===== src/rtl/apply_iteration_controller.sv =====
// Collects per-core iteration_end, waits for the active-vertex stream to drain,
// then launches the next iteration or signals completion.
module apply_iteration_controller #(
    parameter int CORE_NUM        = 32,
    parameter int ITERATION_WIDTH = 16,
    parameter int MAX_ITERATION   = 64,
    parameter int DRAIN_CYCLES    = 4,
    parameter int UPD_CNT_WIDTH   = 32
) (
    input  logic                       clk,
    input  logic                       rst,
    input  logic                       start,
    input  logic [CORE_NUM-1:0]        active_v_updated,
    input  logic [CORE_NUM-1:0]        active_v_valid,
    input  logic [CORE_NUM-1:0]        iteration_end,
    input  logic [CORE_NUM-1:0]        iteration_end_valid,
    output logic [ITERATION_WIDTH-1:0] iteration_id,
    output logic                       iteration_start,
    output logic                       iteration_running,
    output logic                       acc_done,
    output logic [UPD_CNT_WIDTH-1:0]   last_update_count
);

    localparam int PW = $clog2(CORE_NUM + 1);
    localparam int SW = UPD_CNT_WIDTH + PW;
    localparam int DW = $clog2(DRAIN_CYCLES + 1);
    localparam logic [DW-1:0] DLAST = DW'(DRAIN_CYCLES - 1);
    localparam logic [ITERATION_WIDTH-1:0] ILAST = ITERATION_WIDTH'(MAX_ITERATION - 1);
    localparam logic [UPD_CNT_WIDTH-1:0] UMAX = '1;

    typedef enum logic [2:0] {
        S_IDLE, S_RUN, S_DRAIN, S_DECIDE, S_NEXT, S_DONE
    } state_t;

    state_t                     state_q, state_d;
    logic [ITERATION_WIDTH-1:0] id_q, id_d;
    logic                       start_q, start_d;
    logic                       run_q, run_d;
    logic                       done_q, done_d;
    logic [UPD_CNT_WIDTH-1:0]   last_q, last_d;
    logic [CORE_NUM-1:0]        end_seen_q, end_seen_d;
    logic [UPD_CNT_WIDTH-1:0]   upd_q, upd_d;
    logic [DW-1:0]              drain_q, drain_d;

    logic [CORE_NUM-1:0]      hit;
    logic [CORE_NUM-1:0]      end_now;
    logic [PW-1:0]            pc;
    logic [SW-1:0]            sum;
    logic [UPD_CNT_WIDTH-1:0] upd_add;

    always_comb begin
        hit = active_v_valid & active_v_updated;
        pc  = '0;
        for (int i = 0; i < CORE_NUM; i++) begin
            pc = pc + PW'(hit[i]);
        end
        // widened add so the saturation check cannot overflow
        sum     = SW'(upd_q) + SW'(pc);
        upd_add = (sum > SW'(UMAX)) ? UMAX : sum[UPD_CNT_WIDTH-1:0];
        end_now = end_seen_q | (iteration_end_valid & iteration_end);

        state_d    = state_q;
        id_d       = id_q;
        start_d    = 1'b0;
        done_d     = done_q;
        last_d     = last_q;
        end_seen_d = end_seen_q;
        upd_d      = upd_q;
        drain_d    = drain_q;

        unique case (state_q)
            S_IDLE, S_DONE: begin
                if (start) begin
                    state_d    = S_RUN;
                    id_d       = '0;
                    done_d     = 1'b0;
                    end_seen_d = '0;
                    upd_d      = '0;
                    start_d    = 1'b1;
                end
            end
            S_RUN: begin
                end_seen_d = end_now;
                upd_d      = upd_add;
                if (&end_now) begin
                    state_d = S_DRAIN;
                    drain_d = '0;
                end
            end
            S_DRAIN: begin
                upd_d = upd_add;
                if (|active_v_valid) begin
                    drain_d = '0;
                end else if (drain_q == DLAST) begin
                    state_d = S_DECIDE;
                end else begin
                    drain_d = drain_q + DW'(1);
                end
            end
            S_DECIDE: begin
                last_d = upd_q;
                if (upd_q == '0 || id_q == ILAST) begin
                    state_d = S_DONE;
                    done_d  = 1'b1;
                end else begin
                    state_d = S_NEXT;
                end
            end
            S_NEXT: begin
                state_d    = S_RUN;
                id_d       = id_q + ITERATION_WIDTH'(1);
                end_seen_d = '0;
                upd_d      = '0;
                start_d    = 1'b1;
            end
            default: state_d = S_IDLE;
        endcase

        run_d = (state_d == S_RUN) || (state_d == S_DRAIN);
    end

    always_ff @(posedge clk or negedge rst) begin
        if (!rst) begin
            state_q    <= S_IDLE;
            id_q       <= '0;
            start_q    <= 1'b0;
            run_q      <= 1'b0;
            done_q     <= 1'b0;
            last_q     <= '0;
            end_seen_q <= '0;
            upd_q      <= '0;
            drain_q    <= '0;
        end else begin
            state_q    <= state_d;
            id_q       <= id_d;
            start_q    <= start_d;
            run_q      <= run_d;
            done_q     <= done_d;
            last_q     <= last_d;
            end_seen_q <= end_seen_d;
            upd_q      <= upd_d;
            drain_q    <= drain_d;
        end
    end

    assign iteration_id      = id_q;
    assign iteration_start   = start_q;
    assign iteration_running = run_q;
    assign acc_done          = done_q;
    assign last_update_count = last_q;

endmodule


===== config.mk =====
export PLATFORM = sky130hd
export DESIGN_NAME = apply_iteration_controller
export DESIGN_NICKNAME = d
export VERILOG_FILES = /design/src/rtl/apply_iteration_controller.sv
export SDC_FILE = /design/constraint.sdc
export NUM_CORES = 1
export LEC_CHECK = 0
export ABC_AREA = 1
export CAP_MARGIN = 20
export CORE_AREA = 2 2 144 146
export CTS_CLUSTER_DIAMETER = 60
export DETAILED_ROUTE_END_ITERATION = 10
export DIE_AREA = 0 0 146 148
export PLACE_DENSITY = 0.63
export SYNTH_ARGS = -nofsm -noshare
export SYNTH_HDL_FRONTEND = slang
export SYNTH_SLANG_ARGS = --single-unit

===== constraint.sdc =====
create_clock -name clk -period 6.62 [get_ports clk]
set_clock_uncertainty 0.05 [all_clocks]
set_input_delay 0.662 -clock clk [delete_from_list [all_inputs] [get_ports clk]]
set_output_delay 0.662 -clock clk [all_outputs]
set_load 0.02 [all_outputs]

==> metrics.csv, run 1 <==
stage;metric;value;unit
timing;Total Neg Setup Slack;0;ps
die;Rows;52;
die;Vert. Die Dim;148;um
detailed_routing;Via density;4.738;
flow_run;max-cap violation count;0;
synth;YS warnings;0;
clock_network;clk_lat worst skew;420;ps
worst_setup_path;r2r setup slk;1090;ps
die;Die X;146;um
detailed_routing;WL/cell;13.27;um
worst_setup_path;slowest cell delay on critical path;580;ps
status;status;finished clean;
clock_network;# hold bufs at CTS;0;
cells_and_area;non-filler cells in the finished layout;1567;
synth;synth unique cells;39;
worst_setup_path;crit-path max FO;14;
detailed_routing;final wirelength;20800;um
timing;Max Slew Vio Count;0;
clock_network;number of H-tree levels;4;
synth;Syn Area/Cell;7.194;um2
cells_and_area;Multi-input gate area;4154;um2
global_routing;gr usage total;0.1986;
timing;Worst-Margin Slew;996.2;ps
placement;GPL Wtd Cong;0.9743;
detailed_routing;Vias;7424;
cells_and_area;# fillers;2042;
worst_setup_path;Worst setup EP type;flop;
detailed_routing;DRC Markers;0;
worst_setup_path;Reg2Reg Depth;19;
cells_and_area;FF+latch area;3028;um2
clock_network;Clock Sinks;121;
die;Ports;182;
power;leakage;0.005344;uW
synth;proportion of synthesized area in mux cells;0;
global_routing;Overflow after GRT;0;
worst_setup_path;critical path's most frequent cell;fa_1;
timing;crit path time final;5867;ps
synth;synthesized area;7928;um2
cells_and_area;n_diodes;0;
power;Power Density;347.9;nW/um2
die;die area;21610;um2
worst_setup_path;data arrival time of the worst path;6110;ps
synth;largest family of logic cells by synthesized area;simple AND/OR/NAND/NOR gates;
global_routing;largest net degree at the start of global routing;74;
clock_network;CTS tree;done;
synth;Mapped Nets;1277;
global_routing;number of global-route vias before repair;7182;
timing;final hold vios;0;
timing;Rel. slew slack;0.3334;
placement;PortBufs;181;
worst_setup_path;critical path required time;6860;ps
global_routing;initial antenna violation count;0;
worst_setup_path;Critical Path Start Type;primary input;
clock_network;Clock Path Buffers;2;
worst_setup_path;worst r2r dst;upd_q[0];
clock_network;CTS buffer count;17;
power;worst vdd ir;310.5;uV
synth;post-synthesis xor/xnor area fraction;0.01215;
timing;RSZ-0062 raised after global routing;no;
detailed_routing;DR iter-0 viols;431;
synth;fraction of the mapped netlist area in compound gates;0.08065;
detailed_routing;Post-DRT Antenna Nets;0;
synth;Adder-Cell Fraction of Synth Area;0.09407;
hold_path;Min-Delay Path Class;in2async;
detailed_routing;Pre-Repair DR Iteration Count;5;
placement;Final HPWL DP;15920;um
timing;Final setup viols;0;
die;Initial Util;0.3956;
worst_setup_path;CP Cell Sequence;clkdlybuf4s50_1, nand2_1, inv_1, fa_1, inv_1, fa_1, fa_1, fa_1, fa_1, fa_1, fa_1, inv_1, fa_1, nand3_1, nand3_2, nand3_2, nand2_4, nand4_4, buf_4, nand2_1, nand2_1, o21ai_0;
global_routing;first-pass GRT wire length;34670;um
timing;Max Fclk;0.1705;GHz
die;core area;20040;um2
clock_network;Worst-path clk slew;50;ps
worst_setup_path;slowest CP cell;fa_1;
clock_network;CTS root buffer;clkbuf_16;
placement;Cells after DPL;1534;
timing;hold slack;333.8;ps
synth;Synth Area in Simple Gates;0.3368;
cells_and_area;final net count;1459;
clock_network;setup bufs post-CTS;0;
cells_and_area;synth-to-layout area growth;33.02;%
timing;crit share post-route;0.8862;
worst_setup_path;Worst R2R Start;upd_q[0];
synth;Syn Inst Count;1102;
synth;flops & latches, synth;121;
synth;register area share after synthesis;0.3819;
cells_and_area;layout cells sized above 1;0.06322;
worst_setup_path;WS Path Type;in2reg;
clock_network;post_cts resized;0;
-- cell type report --
class | instances | area share
Clock buffer | 24 | 0.04473
Clock inverter | 8 | 0.009018
Inverter | 157 | 0.05612
Multi-Input combinational cell | 801 | 0.3939
Sequential cell | 121 | 0.2871
Tap cell | 270 | 0.03204
Timing Repair Buffer | 186 | 0.1770
-- cells in the mapped netlist, drive strengths merged --
master   count  area share
or2          2      0.0019
xor2         8      0.0088
xnor2        3      0.0033
nand3       50       0.037
nor4         4      0.0058
nor3         7      0.0044
dfrtp      121        0.38
buf         16       0.016
nand2      454        0.22
clkbuf       7      0.0033
o21ai       92       0.063
a21oi       12      0.0085
nor3b        1     0.00095
nor2        97       0.051
inv        157       0.075
a21o         1     0.00095
o2bb2ai      1      0.0035
fa          26       0.066
a31oi        2      0.0016
nand3b       1     0.00095
ha          18       0.028
nand4       18       0.016
a22oi        1     0.00095
o22ai        3      0.0024
-- worst max-delay path: cells and delay by family --
| kind | cells | cell delay (ps) |
|---|---|---|
| simple gates | 8 | 740 |
| buf+inv | 5 | 820 |
| compound gates | 1 | 100 |
| fa+ha+maj | 8 | 3800 |
-- layer usage --
layer	routed length, um	track usage	vias to the layer above
met3	1253	0.04784	23
met1	9482	0.2605	3421
li1	-	-	3782
met5	0	0	-
met4	278	0.06650	0
met2	9783	0.3245	198
-- state kept, by name, summed over array words and instances, names as in the netlist --
signal and cells:
acc_done 1, drain_q 3, end_seen_q 32, iteration_id 16
iteration_running 1, iteration_start 1, last_update_count 32, state_q 3
upd_q 32
-- kinds of logic after synthesis --
logic type               after synthesis
AND/OR/NAND/NOR                      634
AO/OA/AOI/OAI                        112
flip-flops                           121
adder cells (fa/ha/maj)               44
XOR/XNOR                              11
buffers and inverters                180
-- metrics by stage --
step,cell area [um2],setup slack (ps),power [uW],util
global placement,9951,349.4,2750,0.4966
detailed placement,9951,262.7,2774,0.4966
finish,10550,753.2,3668,0.5262
CTS,10520,725.7,3710,0.5249
global route,10550,385.4,4039,0.5262
floorplan,7928,1072,2313,-
-- cells in the final DEF (no fill, tap or decap), types with 10 or more instances in the layout --
cell type,instances
a21oi_1,10
clkbuf_16,17
clkdlybuf4s50_1,180
dfrtp_1,121
fa_1,26
ha_1,18
inv_1,151
nand2_1,444
nand3_1,42
nand4_1,17
nor2_1,89
o21ai_0,51
o21ai_1,31
o21ai_2,10
-- where the power goes --
part           total, uW  leakage, uW  internal [uW]  switching, uW
clock                904     0.000274            571            333
combinational       1870      0.00351            775           1100
sequential           891      0.00156            846           45.2
total               3670      0.00534           2190           1480
-- worst max path at each step --
stage	startpoint	end	slack [ps]	cells past startpoint
final	active_v_valid[4]	upd_q[0]	750	22
after global routing	active_v_valid[0]	upd_q[17]	390	21
after CTS	active_v_valid[4]	upd_q[17]	730	21
after detailed placement	active_v_valid[4]	upd_q[18]	260	24
after global placement	active_v_valid[0]	upd_q[26]	350	24
after floorplan	active_v_valid[0]	upd_q[7]	1070	21
Power figures use the tool's default switching activity.
==> run 2, diff against run 1 <==
==> config.mk (replaced) <==
export PLATFORM = sky130hd
export DESIGN_NAME = apply_iteration_controller
export DESIGN_NICKNAME = d
export VERILOG_FILES = /design/src/rtl/apply_iteration_controller.sv
export SDC_FILE = /design/constraint.sdc
export NUM_CORES = 1
export LEC_CHECK = 0
export ABC_CLOCK_PERIOD_IN_PS = 6620
export CAP_MARGIN = 20
export CORE_AREA = 2 2 136 138
export CTS_CLUSTER_DIAMETER = 60
export DETAILED_ROUTE_END_ITERATION = 10
export DIE_AREA = 0 0 138 140
export PLACE_DENSITY = 0.64
export SYNTH_ARGS = -nofsm -noshare
export SYNTH_HDL_FRONTEND = slang
export SYNTH_SLANG_ARGS = --single-unit
==> metrics.csv, run 2 <==
stage;metric;value;unit;change
synth;proportion of synthesized area in mux cells;0.05216;;+0.05216
synth;Synth Area in Simple Gates;0.1834;;-0.1534
detailed_routing;Vias;6172;;-17%
power;Power Density;410.4;nW/um2;+18%
synth;Synth area leader;dfrtp_1;;
worst_setup_path;critical path required time;6870;ps;about the same
worst_setup_path;worst r2r dst;upd_q[15];;
die;Initial Util;0.3926;;-0.002994
cells_and_area;final net count;1087;;-25%
synth;Post-synth top flop;dfrtp_1;;
timing;setup ws final;326.1;ps;-427.0 ps
worst_setup_path;crit-path max FO;7;;-7
detailed_routing;DR iter-0 viols;366;;-15%
synth;largest family of logic cells by synthesized area;simple AND/OR/NAND/NOR gates;;
clock_network;CTS tree;done;;
global_routing;first-pass GRT wire length;31330;um;-9.6%
cells_and_area;n_diodes;0;;unchanged
timing;Total Neg Setup Slack;0;ps;unchanged
die;core area;17780;um2;-11%
timing;Max Fclk;0.1589;GHz;-6.8%
synth;number of synthesized flops with an enable pin;0;;unchanged
clock_network;CTS buffer count;17;;unchanged
worst_setup_path;data arrival time of the worst path;6540;ps;+430 ps
synth;flops & latches, synth;121;;unchanged
timing;Final setup viols;0;;unchanged
synth;synthesized area;6980;um2;-12%
timing;crit share post-route;0.9507;;+0.06451
worst_setup_path;Reg2Reg Depth;17;;-2
detailed_routing;Pre-Repair DR Iteration Count;5;;unchanged
synth;most frequent cell after synthesis;dfrtp_1;;
clock_network;Worst-path clk slew;60;ps;about the same
synth;register area share after synthesis;0.4338;;+0.05183
cells_and_area;Final Util;0.5455;;+0.01931
global_routing;number of global-route vias before repair;5950;;-17%
synth;Syn Area/Cell;9.589;um2;+33%
placement;GPL Wtd Cong;0.8374;;-14%
global_routing;gr usage total;0.2002;;+0.001560
synth;synth unique cells;58;;+49%
worst_setup_path;slowest cell delay on critical path;580;ps;about the same
global_routing;initial antenna violation count;0;;unchanged
worst_setup_path;Worst R2R Start;upd_q[0];;
global_routing;largest net degree at the start of global routing;72;;-2.7%
clock_network;Clock Sinks;121;;unchanged
detailed_routing;WL/cell;16.64;um;+25%
status;status;finished clean;;
timing;final hold vios;0;;unchanged
placement;Cells after DPL;1121;;-27%
worst_setup_path;Worst setup EP type;flop;;
die;Rows;49;;-5.8%
clock_network;number of H-tree levels;4;;unchanged
synth;FFs w/ async S/R, synth;1.000;;unchanged
die;Ports;182;;unchanged
cells_and_area;commonest non-fill, non-tap cell in the layout;clkdlybuf4s50_1;;
die;Vert. Die Dim;140;um;-5.4%
detailed_routing;Post-DRT Antenna Nets;0;;unchanged
cells_and_area;non-filler cells in the finished layout;1154;;-26%
synth;Area contributors post-synth;dfrtp_1, fa_1, nand2_1;;
worst_setup_path;slowest CP cell;fa_1;;
clock_network;Clock Path Buffers;2;;unchanged
die;die area;19320;um2;-11%
clock_network;# hold bufs at CTS;0;;unchanged
worst_setup_path;Buf+Inv Stages, Crit Path;4;;-1
synth;Mapped Nets;903;;-29%
worst_setup_path;critical path's most frequent cell;fa_1;;
global_routing;Overflow after GRT;0;;unchanged
die;Die X;138;um;-5.5%
detailed_routing;final wirelength;19210;um;-7.6%
worst_setup_path;WS Path Type;in2reg;;
cells_and_area;most frequent cells in the layout;clkdlybuf4s50_1, dfrtp_1, nand2_1;;
cells_and_area;synth-to-layout area growth;38.95;%;
worst_setup_path;Critical Path Start Type;primary input;;
worst_setup_path;CP Cell Sequence;clkdlybuf4s50_1, and2_1, fa_1, inv_1, fa_1, fa_1, fa_1, fa_1, fa_1, fa_1, inv_1, fa_1, a211oi_1, o21ai_1, and3_1, nand4_1, buf_4, o41ai_1, a22o_1;;
worst_setup_path;crit-path leading delay family;adder cells;;
placement;PortBufs;181;;unchanged
synth;post-synthesis xor/xnor area fraction;0.007528;;-0.004625
power;leakage;0.004125;uW;-23%
timing;Worst-Margin Slew;928.9;ps;-67.26 ps
timing;Rel. slew slack;0.3807;;+0.04730
flow_run;max-cap violation count;0;;unchanged
detailed_routing;DRC Markers;0;;unchanged
hold_path;Min-Delay Path Class;in2async;;
timing;RSZ-0062 raised after global routing;no;;
placement;DP Worst Slack;-141.4;ps;-404.1 ps
clock_network;CTS root buffer;clkbuf_16;;
cells_and_area;layout cells sized above 1;0.09622;;+0.03299
synth;Synth top area share;0.4338;;+0.05183
worst_setup_path;r2r setup slk;650;ps;-440 ps
timing;Max Slew Vio Count;0;;unchanged
synth;commonest cells in the netlist;dfrtp_1, nand2_1, nor2_1, a21oi_1, o21ai_0;;
clock_network;post_cts resized;0;;unchanged
power;total chip power;3981;uW;+8.5%
synth;Syn Inst Count;728;;-34%
power;worst vdd ir;299.5;uV;-3.5%
timing;crit path time final;6294;ps;+427.0 ps
detailed_routing;Via density;5.348;;+13%
clock_network;clk_lat worst skew;420;ps;about the same
placement;Final HPWL DP;14320;um;-10%
synth;Adder-Cell Fraction of Synth Area;0.1068;;+0.01276
clock_network;setup bufs post-CTS;0;;unchanged
synth;fraction of the mapped netlist area in compound gates;0.1767;;+0.09608
synth;YS warnings;0;;unchanged
run 2: report_power, final:
part,switching (uW),internal [uW],leakage (uW)
Sequential,138,920,0.00155
Clock,352,604,0.000297
Combinational,1070,899,0.00228
Total,1560,2420,0.00412
run 2: layout make-up:
cell class / count / area [um2]
fill: 1584 / 8080
multi-input combinational: 538 / 3685
sequential: 121 / 3028
timing repair buffer: 197 / 1949
clock buffer: 18 / 439.2
tap: 229 / 286.5
clock inverter: 14 / 172.7
inverter: 37 / 138.9
run 2: worst max path at each step:
| stage | from | to | slack [ps] | cells past startpoint |
|---|---|---|---|---|
| after CTS | active_v_valid[0] | upd_q[20] | 240 | 18 |
| after detailed placement | active_v_valid[0] | upd_q[20] | -140 | 18 |
| after global routing | active_v_updated[0] | upd_q[15] | 30 | 19 |
| after floorplan | active_v_valid[0] | upd_q[15] | 540 | 19 |
| final | active_v_valid[0] | upd_q[15] | 330 | 19 |
| after global placement | active_v_valid[4] | upd_q[21] | -50 | 18 |
run 2: cells by family after synthesis:
kind of cell,count (synthesis)
mux,33
compound gates,191
flops,121
simple gates,264
buf+inv,69
xor+xnor,6
fa+ha+maj,44
run 2: routing by layer:
| metal | part of all wire | vias to the layer above | global-route usage |
|---|---|---|---|
| met5 | 0 | - | 0 |
| met4 | 0.011 | 0 | 0.05209 |
| met3 | 0.049 | 16 | 0.04308 |
| met2 | 0.46 | 171 | 0.3059 |
| met1 | 0.48 | 2968 | 0.2906 |
| li1 | - | 3017 | - |
run 2: through the flow:
step           hold slack (ps)  instance area, um2
4_1_cts                  251.2                9669
2_1_floorplan            316.4                6980
3_5_place_dp             416.8                9057
3_3_place_gp             409.2                9057
6_report                 222.1                9699
5_1_grt                  261.3                9699
